`config.mk`:
```
export PLATFORM = sky130hd
export DESIGN_NAME = int8_array_feeder_flat
export DESIGN_NICKNAME = d
export VERILOG_FILES = /design/src/rtl/int8_array_feeder_pkg.sv /design/src/rtl/int8_array_feeder_if.sv /design/src/rtl/int8_array_feeder_skew_line.sv /design/src/rtl/int8_array_feeder.sv /design/src/flat_wrapper.sv
export SDC_FILE = /design/constraint.sdc
export NUM_CORES = 1
export LEC_CHECK = 0
export CORE_MARGIN = 2
export CORE_UTILIZATION = 50
export CTS_BUF_LIST = sky130_fd_sc_hd__clkbuf_4
export DETAILED_ROUTE_END_ITERATION = 16
export PLACE_DENSITY = 0.88
export SKIP_CTS_REPAIR_TIMING = 1
export SYNTH_ARGS = -nofsm -noshare
export SYNTH_HDL_FRONTEND = slang
export SYNTH_SLANG_ARGS = --single-unit
export TNS_END_PERCENT = 5
```
`constraint.sdc`:
```
create_clock -name clk -period 2.77 [get_ports clk]
set_input_delay 0.554 -clock clk [delete_from_list [all_inputs] [get_ports clk]]
set_output_delay 0.554 -clock clk [all_outputs]
set_load 0.05 [all_outputs]
```
`src/rtl/int8_array_feeder_pkg.sv`:
```
// Shared types and helpers for the int8 systolic array feeder.
package int8_array_feeder_pkg;

  typedef logic [1:0] feeder_state_t;

  localparam feeder_state_t ST_IDLE   = 2'd0;
  localparam feeder_state_t ST_LOAD   = 2'd1;
  localparam feeder_state_t ST_STREAM = 2'd2;
  localparam feeder_state_t ST_FLUSH  = 2'd3;

  function automatic int row_w(input int n, input int w);
    return n * w;
  endfunction

endpackage

```
`src/rtl/int8_array_feeder_if.sv`:
```
// Operand-buffer side handshakes plus the west/north array-edge buses of the feeder.
interface int8_array_feeder_if #(
  parameter int N         = 4,
  parameter int inputBits = 8
);
  import int8_array_feeder_pkg::*;

  localparam int ROW_W = row_w(N, inputBits);

  logic             w_valid;
  logic             w_ready;
  logic [ROW_W-1:0] w_data;
  logic             act_valid;
  logic             act_ready;
  logic [ROW_W-1:0] act_data;
  logic             act_last;
  logic [ROW_W-1:0] c_data;
  logic [N-1:0]     c_enable;
  logic [ROW_W-1:0] a_data;
  logic [N-1:0]     a_vld;

  modport master (
    output w_valid, w_data, act_valid, act_data, act_last,
    input  w_ready, act_ready, c_data, c_enable, a_data, a_vld
  );

  modport slave (
    input  w_valid, w_data, act_valid, act_data, act_last,
    output w_ready, act_ready, c_data, c_enable, a_data, a_vld
  );

endinterface

```
`src/rtl/int8_array_feeder_skew_line.sv`:
```
// Fixed-depth register delay line used to skew one array row (data plus valid).
module int8_array_feeder_skew_line #(
  parameter int width = 9,
  parameter int depth = 1
) (
  input  logic             clk,
  input  logic             rst,
  input  logic [width-1:0] d,
  output logic [width-1:0] q
);

  logic [width-1:0] stage [depth];

  always_ff @(posedge clk or negedge rst) begin
    if (!rst) begin
      for (int k = 0; k < depth; k++) stage[k] <= '0;
    end else begin
      stage[0] <= d;
      for (int k = 1; k < depth; k++) stage[k] <= stage[k-1];
    end
  end

  assign q = stage[depth-1];

endmodule

```
`src/rtl/int8_array_feeder.sv`:
```
// Preloads stationary c operands down the column chains, then streams skewed
// activation vectors into the array rows and flushes the skew lines.
module int8_array_feeder
  import int8_array_feeder_pkg::*;
#(
  parameter int N         = 4,
  parameter int inputBits = 8
) (
  input  logic clk,
  input  logic rst,
  input  logic start,
  output logic busy,
  output logic done,
  int8_array_feeder_if.slave bus
);

  localparam int ROW_W = row_w(N, inputBits);
  localparam int CNT_W = $clog2(N) + 1;
  localparam logic [CNT_W-1:0] LAST_CNT = CNT_W'(N - 1);

  feeder_state_t    state;
  logic [CNT_W-1:0] cnt;
  logic             w_fire;
  logic             act_fire;
  logic [ROW_W-1:0] a_flat;
  logic [N-1:0]     vld_flat;

  assign bus.w_ready   = (state == ST_LOAD);
  assign bus.act_ready = (state == ST_STREAM);
  assign w_fire        = bus.w_valid & bus.w_ready;
  assign act_fire      = bus.act_valid & bus.act_ready;
  assign busy          = (state != ST_IDLE);
  assign done          = (state == ST_FLUSH) && (cnt == LAST_CNT);

  // cnt counts accepted weight beats in LOAD and elapsed cycles in FLUSH
  always_ff @(posedge clk or negedge rst) begin
    if (!rst) begin
      state <= ST_IDLE;
      cnt   <= '0;
    end else begin
      case (state)
        ST_IDLE: begin
          cnt <= '0;
          if (start) state <= ST_LOAD;
        end
        ST_LOAD: begin
          if (w_fire) begin
            if (cnt == LAST_CNT) begin
              cnt   <= '0;
              state <= ST_STREAM;
            end else begin
              cnt <= cnt + CNT_W'(1);
            end
          end
        end
        ST_STREAM: begin
          if (act_fire && bus.act_last) begin
            cnt   <= '0;
            state <= ST_FLUSH;
          end
        end
        ST_FLUSH: begin
          if (cnt == LAST_CNT) begin
            cnt   <= '0;
            state <= ST_IDLE;
          end else begin
            cnt <= cnt + CNT_W'(1);
          end
        end
        default: begin
          cnt   <= '0;
          state <= ST_IDLE;
        end
      endcase
    end
  end

  // c_data holds its last row when idle so the column chains see a stable value
  always_ff @(posedge clk or negedge rst) begin
    if (!rst) begin
      bus.c_data   <= '0;
      bus.c_enable <= '0;
    end else begin
      bus.c_enable <= {N{w_fire}};
      if (w_fire) bus.c_data <= bus.w_data;
    end
  end

  for (genvar i = 0; i < N; i++) begin : g_lane
    logic [inputBits:0] lane_in;
    logic [inputBits:0] lane_out;

    // idle cycles inject a zero vector so downstream MAC inputs stay neutral
    assign lane_in = act_fire ? {1'b1, bus.act_data[i*inputBits +: inputBits]} : '0;

    int8_array_feeder_skew_line #(
      .width(inputBits + 1),
      .depth(i + 1)
    ) u_skew (
      .clk (clk),
      .rst (rst),
      .d   (lane_in),
      .q   (lane_out)
    );

    assign a_flat[i*inputBits +: inputBits] = lane_out[inputBits-1:0];
    assign vld_flat[i]                      = lane_out[inputBits];
  end

  assign bus.a_data = a_flat;
  assign bus.a_vld  = vld_flat;

endmodule
```
`src/flat_wrapper.sv`:
```
// flat-port wrapper written by rule: the top's interface ports become plain ports
module int8_array_feeder_flat import int8_array_feeder_pkg::*;
#(
  parameter int N         = 4,
  parameter int inputBits = 8
)
  (clk, rst, start, busy, done, bus_w_valid, bus_w_data, bus_act_valid, bus_act_data, bus_act_last, bus_w_ready, bus_act_ready, bus_c_data, bus_c_enable, bus_a_data, bus_a_vld);
  int8_array_feeder_if #(.N(N), .inputBits(inputBits)) bus_i ();
  input  logic clk;
  input  logic rst;
  input  logic start;
  output logic busy;
  output logic done;
  input wire logic [$bits(bus_i.w_valid)-1:0] bus_w_valid;
  input wire logic [$bits(bus_i.w_data)-1:0] bus_w_data;
  input wire logic [$bits(bus_i.act_valid)-1:0] bus_act_valid;
  input wire logic [$bits(bus_i.act_data)-1:0] bus_act_data;
  input wire logic [$bits(bus_i.act_last)-1:0] bus_act_last;
  output wire logic [$bits(bus_i.w_ready)-1:0] bus_w_ready;
  output wire logic [$bits(bus_i.act_ready)-1:0] bus_act_ready;
  output wire logic [$bits(bus_i.c_data)-1:0] bus_c_data;
  output wire logic [$bits(bus_i.c_enable)-1:0] bus_c_enable;
  output wire logic [$bits(bus_i.a_data)-1:0] bus_a_data;
  output wire logic [$bits(bus_i.a_vld)-1:0] bus_a_vld;
  assign bus_i.w_valid = bus_w_valid;
  assign bus_i.w_data = bus_w_data;
  assign bus_i.act_valid = bus_act_valid;
  assign bus_i.act_data = bus_act_data;
  assign bus_i.act_last = bus_act_last;
  assign bus_w_ready = bus_i.w_ready;
  assign bus_act_ready = bus_i.act_ready;
  assign bus_c_data = bus_i.c_data;
  assign bus_c_enable = bus_i.c_enable;
  assign bus_a_data = bus_i.a_data;
  assign bus_a_vld = bus_i.a_vld;
  int8_array_feeder #(.N(N), .inputBits(inputBits)) u_core (.clk(clk), .rst(rst), .start(start), .busy(busy), .done(done), .bus(bus_i));
endmodule
```
# After elaboration in Yosys (flattened, before gate mapping)

Index checks and enable logic that the tools add are counted.

Bitwise gates (word level): 2
Reductions and logical operators: 6
Add/sub/neg operators: 1
Equality and inequality tests: 9
Muxes and demuxes: 14

Operator list:

| kind                | number |
|---|---|
| $mux 9              | 4 |
| $pmux 3 s4          | 1 |
| $mux 2              | 5 |
| $ne 2x2->1 const B  | 5 |
| $mux 3              | 3 |
| $pmux 2 s4          | 1 |
| $reduce_and 5->1    | 1 |
| $eq 2x2->1 const B  | 2 |
| $add 3x1->3 const B | 1 |
| $eq 3x2->1 const B  | 1 |
| $and 1x1->1         | 2 |
| $eq 2x1->1 const B  | 1 |
| $logic_and 1x1->1   | 2 |
| $logic_not 2->1     | 1 |
| $reduce_and 2->1    | 1 |
| $reduce_bool 2->1   | 1 |

Flip-flop bits (word level): 128
Input port bits: 70
Output and inout bits: 76

# Longest topological paths before layout

Depth in word-level cells: 5
Gate-level depth with buffers: 5

# Modules after synthesis

Synthesis repeated with hierarchy kept, for this count alone.

Cell total of the unflattened synthesis: 263
Area, all modules: 4286.6 sq um

By module, submodules not included:

| module                                                | cells each | area an instance (sq um) | instances |
|---|---|---|---|
| int8_array_feeder                                     | 146        | 1831.8                   | 1 |
| int8_array_feeder_skew_line (u_core.g_lane[3].u_skew) | 45         | 968.4                    | 1 |
| int8_array_feeder_skew_line (u_core.g_lane[2].u_skew) | 36         | 743.2                    | 1 |
| int8_array_feeder_skew_line (u_core.g_lane[1].u_skew) | 27         | 518.0                    | 1 |
| int8_array_feeder_skew_line (u_core.g_lane[0].u_skew) | 9          | 225.2                    | 1 |

# Least setup slack after synthesis

OpenSTA, ideal clock, no wires.

Kind: flip-flop to flip-flop
From: register u_core.state[0]
To: register u_core.state[1]
Buffers on the path: 0
Setup slack: 0.870 ns
Cell stages (with the launch flop): 6
Arrival time: 1.775 ns
Library setup time: 0.125 ns
Period minus slack after synthesis: 1.900 ns
Cell sequence: dfrtp_1 inv_1 ha_1 a21boi_2 a2111oi_4 mux2_4

Longest elaborated chain between the ends: 5
Elaborated cells between the ends (all ways): 14
Those cells by class: eq/ne (8); mux (1); bitwise (2); reduce/logical (3)

RTL lines:

| what                              | line                    | text |
|---|---|---|
| start: declaration                | int8_array_feeder.sv:21 | `feeder_state_t state;` |
| start signal: assignment          | int8_array_feeder.sv:38 | `state <= ST_IDLE;` |
| start signal: assignment          | int8_array_feeder.sv:44 | `if (start) state <= ST_LOAD;` |
| start signal: assignment          | int8_array_feeder.sv:50 | `state <= ST_STREAM;` |
| $eq 2x2->1 *                      | int8_array_feeder.sv:29 | `assign bus.act_ready = (state == ST_STREAM);` |
| net bus_act_ready                 | flat_wrapper.sv:20      | `output wire logic [$bits(bus_i.act_ready)-1:0] bus_act_ready;` |
| $and 1x1->1                       | int8_array_feeder.sv:31 | `assign act_fire = bus.act_valid & bus.act_ready;` |
| $logic_and 1x1->1                 | int8_array_feeder.sv:57 | `if (act_fire && bus.act_last) begin` |
| $ne 2x2->1 (no source line)       | n/a                     |  |
| $reduce_and 5->1 (no source line) | n/a                     |  |

Mark *: on every way through the listed nets, which the timed path passes. The rest lies on a longest branch.
A chain may end at the register's enable or synchronous reset.

# Worst setup path in the final report

From: register u_core.state[0]
To: output port busy

Longest elaborated chain between the ends: 1

RTL lines:

| what              | line                    | text |
|---|---|---|
| $reduce_bool 2->1 | int8_array_feeder.sv:32 | `assign busy = (state != ST_IDLE);` |
| end: declaration  | flat_wrapper.sv:12      | `output logic busy;` |

Every way passes these cells.

==> impl_results.md <==
* Max VDD drop at 0.000687 V
* Number of inserted diodes at 0
* Compound-Gate Fraction of Synth Area at 0.0141
* Worst setup SP type: register
* Main combinational cell family by area after synthesis: multiplexers
* R2R Path End: u_core.state[1]
* Period utilization at 0.951
* Pin count of the biggest net entering global routing at 58
* Cell with the largest stage delay on the worst path: clkdlybuf4s50_1
* Pins Over Slew Limit at 0
* Uppermost layer routed: met4
* Final Worst Setup Slack at 0.136 ns
* Dominant synthesized flop cell: dfrtp_1
* CTS tree: yes
* Horiz. Die Dim at 95.2 um
* GRT overflow at 0
* Worst slew margin at 0.522
* R2R setup slack at 0.88 ns
* Crit path max fanout at 4
* CP Class: reg2out
* Adder-Cell Fraction of Synth Area at 0.0211
* Fmax at 380 MHz
* Unique masters post-synth at 24
* Most frequent cell after synthesis: dfrtp_1
* Setup TNS at 0 ns
* Pwr Density at 1140 nW/um^2
* Die area at 9060 um^2
* Fraction of registers with async set/reset at 1.00
* Worst Max-Slew Pin Slew at 0.717 ns
* Post-Synth XOR/XNOR Area at 0
* DR vias at 2326
* Routed len/inst at 15.3 um
* Max clock buf depth at 2
* Post-synth top area share at 0.734
* Cell Area, Synth at 4160 um^2
* Met2 wire len at 4320 um
* Critical Path RT at 2.22 ns
* Pre-CTS WS at 0.653 ns
* Avg Inst Size Synth at 16.0 um^2
* Global placer's final weighted congestion at 0.714
* RSZ-0062 raised after global routing: false
* DRT Wirelength at 7740 um
* First-pass GRT wire length at 12000 um
* Fin. Hold Viols at 0
* Mux cell area share after synthesis at 0.0951
* Reg2reg start: u_core.state[0]
* Setup Skew at 0.0184 ns
* Critical Path Max Stage Delay at 0.79 ns
* Share of cells above drive strength 1 at 0.192
* Vias in the first global route at 2542
* Worst-path clk slew at 0.12 ns
* Synth Net Count at 336
* Total power at 6.65 mW
* Synth top area cells: dfrtp_1 (73%), mux2_2 (8.7%), buf_4 (5.6%)
* Via-to-Cell Ratio at 4.59
* Max-Cap Viols at 0
* Clk root buf: clkbuf_4
* Most frequent cell on the critical path: inv_1
* CTS buffer count at 17
* Largest area contributor in the netlist: dfrtp_1
* Critical Path End: busy
* CP cell instances: inv_1 -> ha_1 -> inv_1 -> clkdlybuf4s50_1
* Top cells by count, synth: dfrtp_1 (122), and3_1 (32), mux2_2 (32), buf_4 (31), ha_1 (7)
* Crit path DAT at 2.08 ns
* First-iteration detailed-routing DRC count at 31
* Post-route minimum period at 2.63 ns
* Site Rows at 33
* Synth Area in Simple Gates at 0.0647
* Dpl hpwl at 5620 um
* Worst Setup SP: u_core.state[0]
* Total GRT Usage at 0.182
* Initial antenna violation count at 0
* Die height at 95.2 um
* Cell count after synthesis at 259
* Crit end category: output pin
* Area Overhead vs Synth at 40.3%
* Antenna viol nets, final at 0
* Status: finished clean
* Delay-heaviest family, CP: buffers and inverters
* #FFs+latches synth at 122
* CTS Sinks at 122
* Yosys warning total at 0
* I/O pins at 146
* Number of synthesized flops with an enable pin at 0
* Worst r2r path cells at 6
* H-tree Lvls at 4
* Met3 wire length at 434 um
* First drt pass iteration count at 4
* Fin Hold WS at 0.0951 ns
* Final Setup Violations at 0
* Core area at 8130 um^2
* Crit. path cell count at 4
* Register area share after synthesis at 0.734
* Hold Crit Class: in2async
* Input/output buffers at 145
* Detailed-route DRC error count at 0
* Starting density of the core at 0.511
* Leakage power at 2.84 nW
* Wire length on met1 at 2870 um
* Clock Latency Late Sink at 0.48 ns
* Nets at 466
* CP Buf/Inv Count at 3
==> cell families after synthesis <==
group | Yosys count
compound gates | 5
fa+ha+maj | 7
buf+inv | 46
flops | 122
mux | 35
simple gates | 44
==> layout by cell type (no fill, tap or decap), drive strengths merged, types with 2 or more instances in the layout <==
| cell type | n |
|---|---|
| clkdlybuf4s50 | 142 |
| nand2 | 2 |
| inv | 11 |
| dfrtp | 122 |
| clkinv | 6 |
| a21boi | 2 |
| bufinv | 2 |
| and3 | 32 |
| buf | 8 |
| clkbuf | 17 |
| clkinvlp | 2 |
| mux2 | 33 |
| nor2 | 3 |
| ha | 7 |
| mux2i | 2 |
==> sequential cells by signal, summed over array words and instances (netlist names) <==
register	cells
u_core.bus.c_enable	1
u_core.g_lane.u_skew.q	36
u_core.cnt	3
u_core.bus.c_data	32
u_core.state	2
u_core.g_lane.u_skew.stage	48
==> worst min-delay path by stage <==
stage / startpoint / to / depth (start not counted)
final: rst / u_core.g_lane[3].u_skew.stage[16] / 1
after global routing: rst / u_core.g_lane[3].u_skew.q[7] / 1
after CTS: rst / u_core.g_lane[3].u_skew.stage[15] / 1
after detailed placement: u_core.g_lane[1].u_skew.stage[10] / u_core.g_lane[1].u_skew.q[1] / 0
after global placement: u_core.g_lane[2].u_skew.stage[20] / u_core.g_lane[2].u_skew.stage[11] / 0
after floorplan: rst / u_core.bus.c_data[0] / 0
==> where the power goes <==
group | total (mW) | switching (mW) | internal, mW
Clock | 1.25 | 0.692 | 0.555
Sequential | 2.43 | 0.195 | 2.23
Combinational | 2.98 | 1.85 | 1.13
Total | 6.65 | 2.74 | 3.92
==> layout make-up <==
type                            instances  area [um^2]
Clock buffer                           17          128
Clock inverter                         15          166
Fill cell                             550         2300
Inverter                                6         22.5
Multi-Input combinational cell         91          811
Sequential cell                       122         3050
Tap cell                              105          131
Timing Repair Buffer                  151         1520
==> per-stage QoR <==
step / instance area, um^2 / utilization / instances
after CTS: 5830 / 0.717 / 507
after detailed placement: 5530 / 0.680 / 475
after global routing: 5830 / 0.717 / 507
after global placement: 5530 / 0.680 / 475
after floorplan: 4160 / - / 259
final: 5830 / 0.717 / 507
==> metal layers <==
layer	up-vias	global-route usage
met2	76	0.313
met5	-	0
li1	1090	-
met4	0	0.0797
met3	12	0.0593
met1	1148	0.206
(Power assumes the default switching activity.)
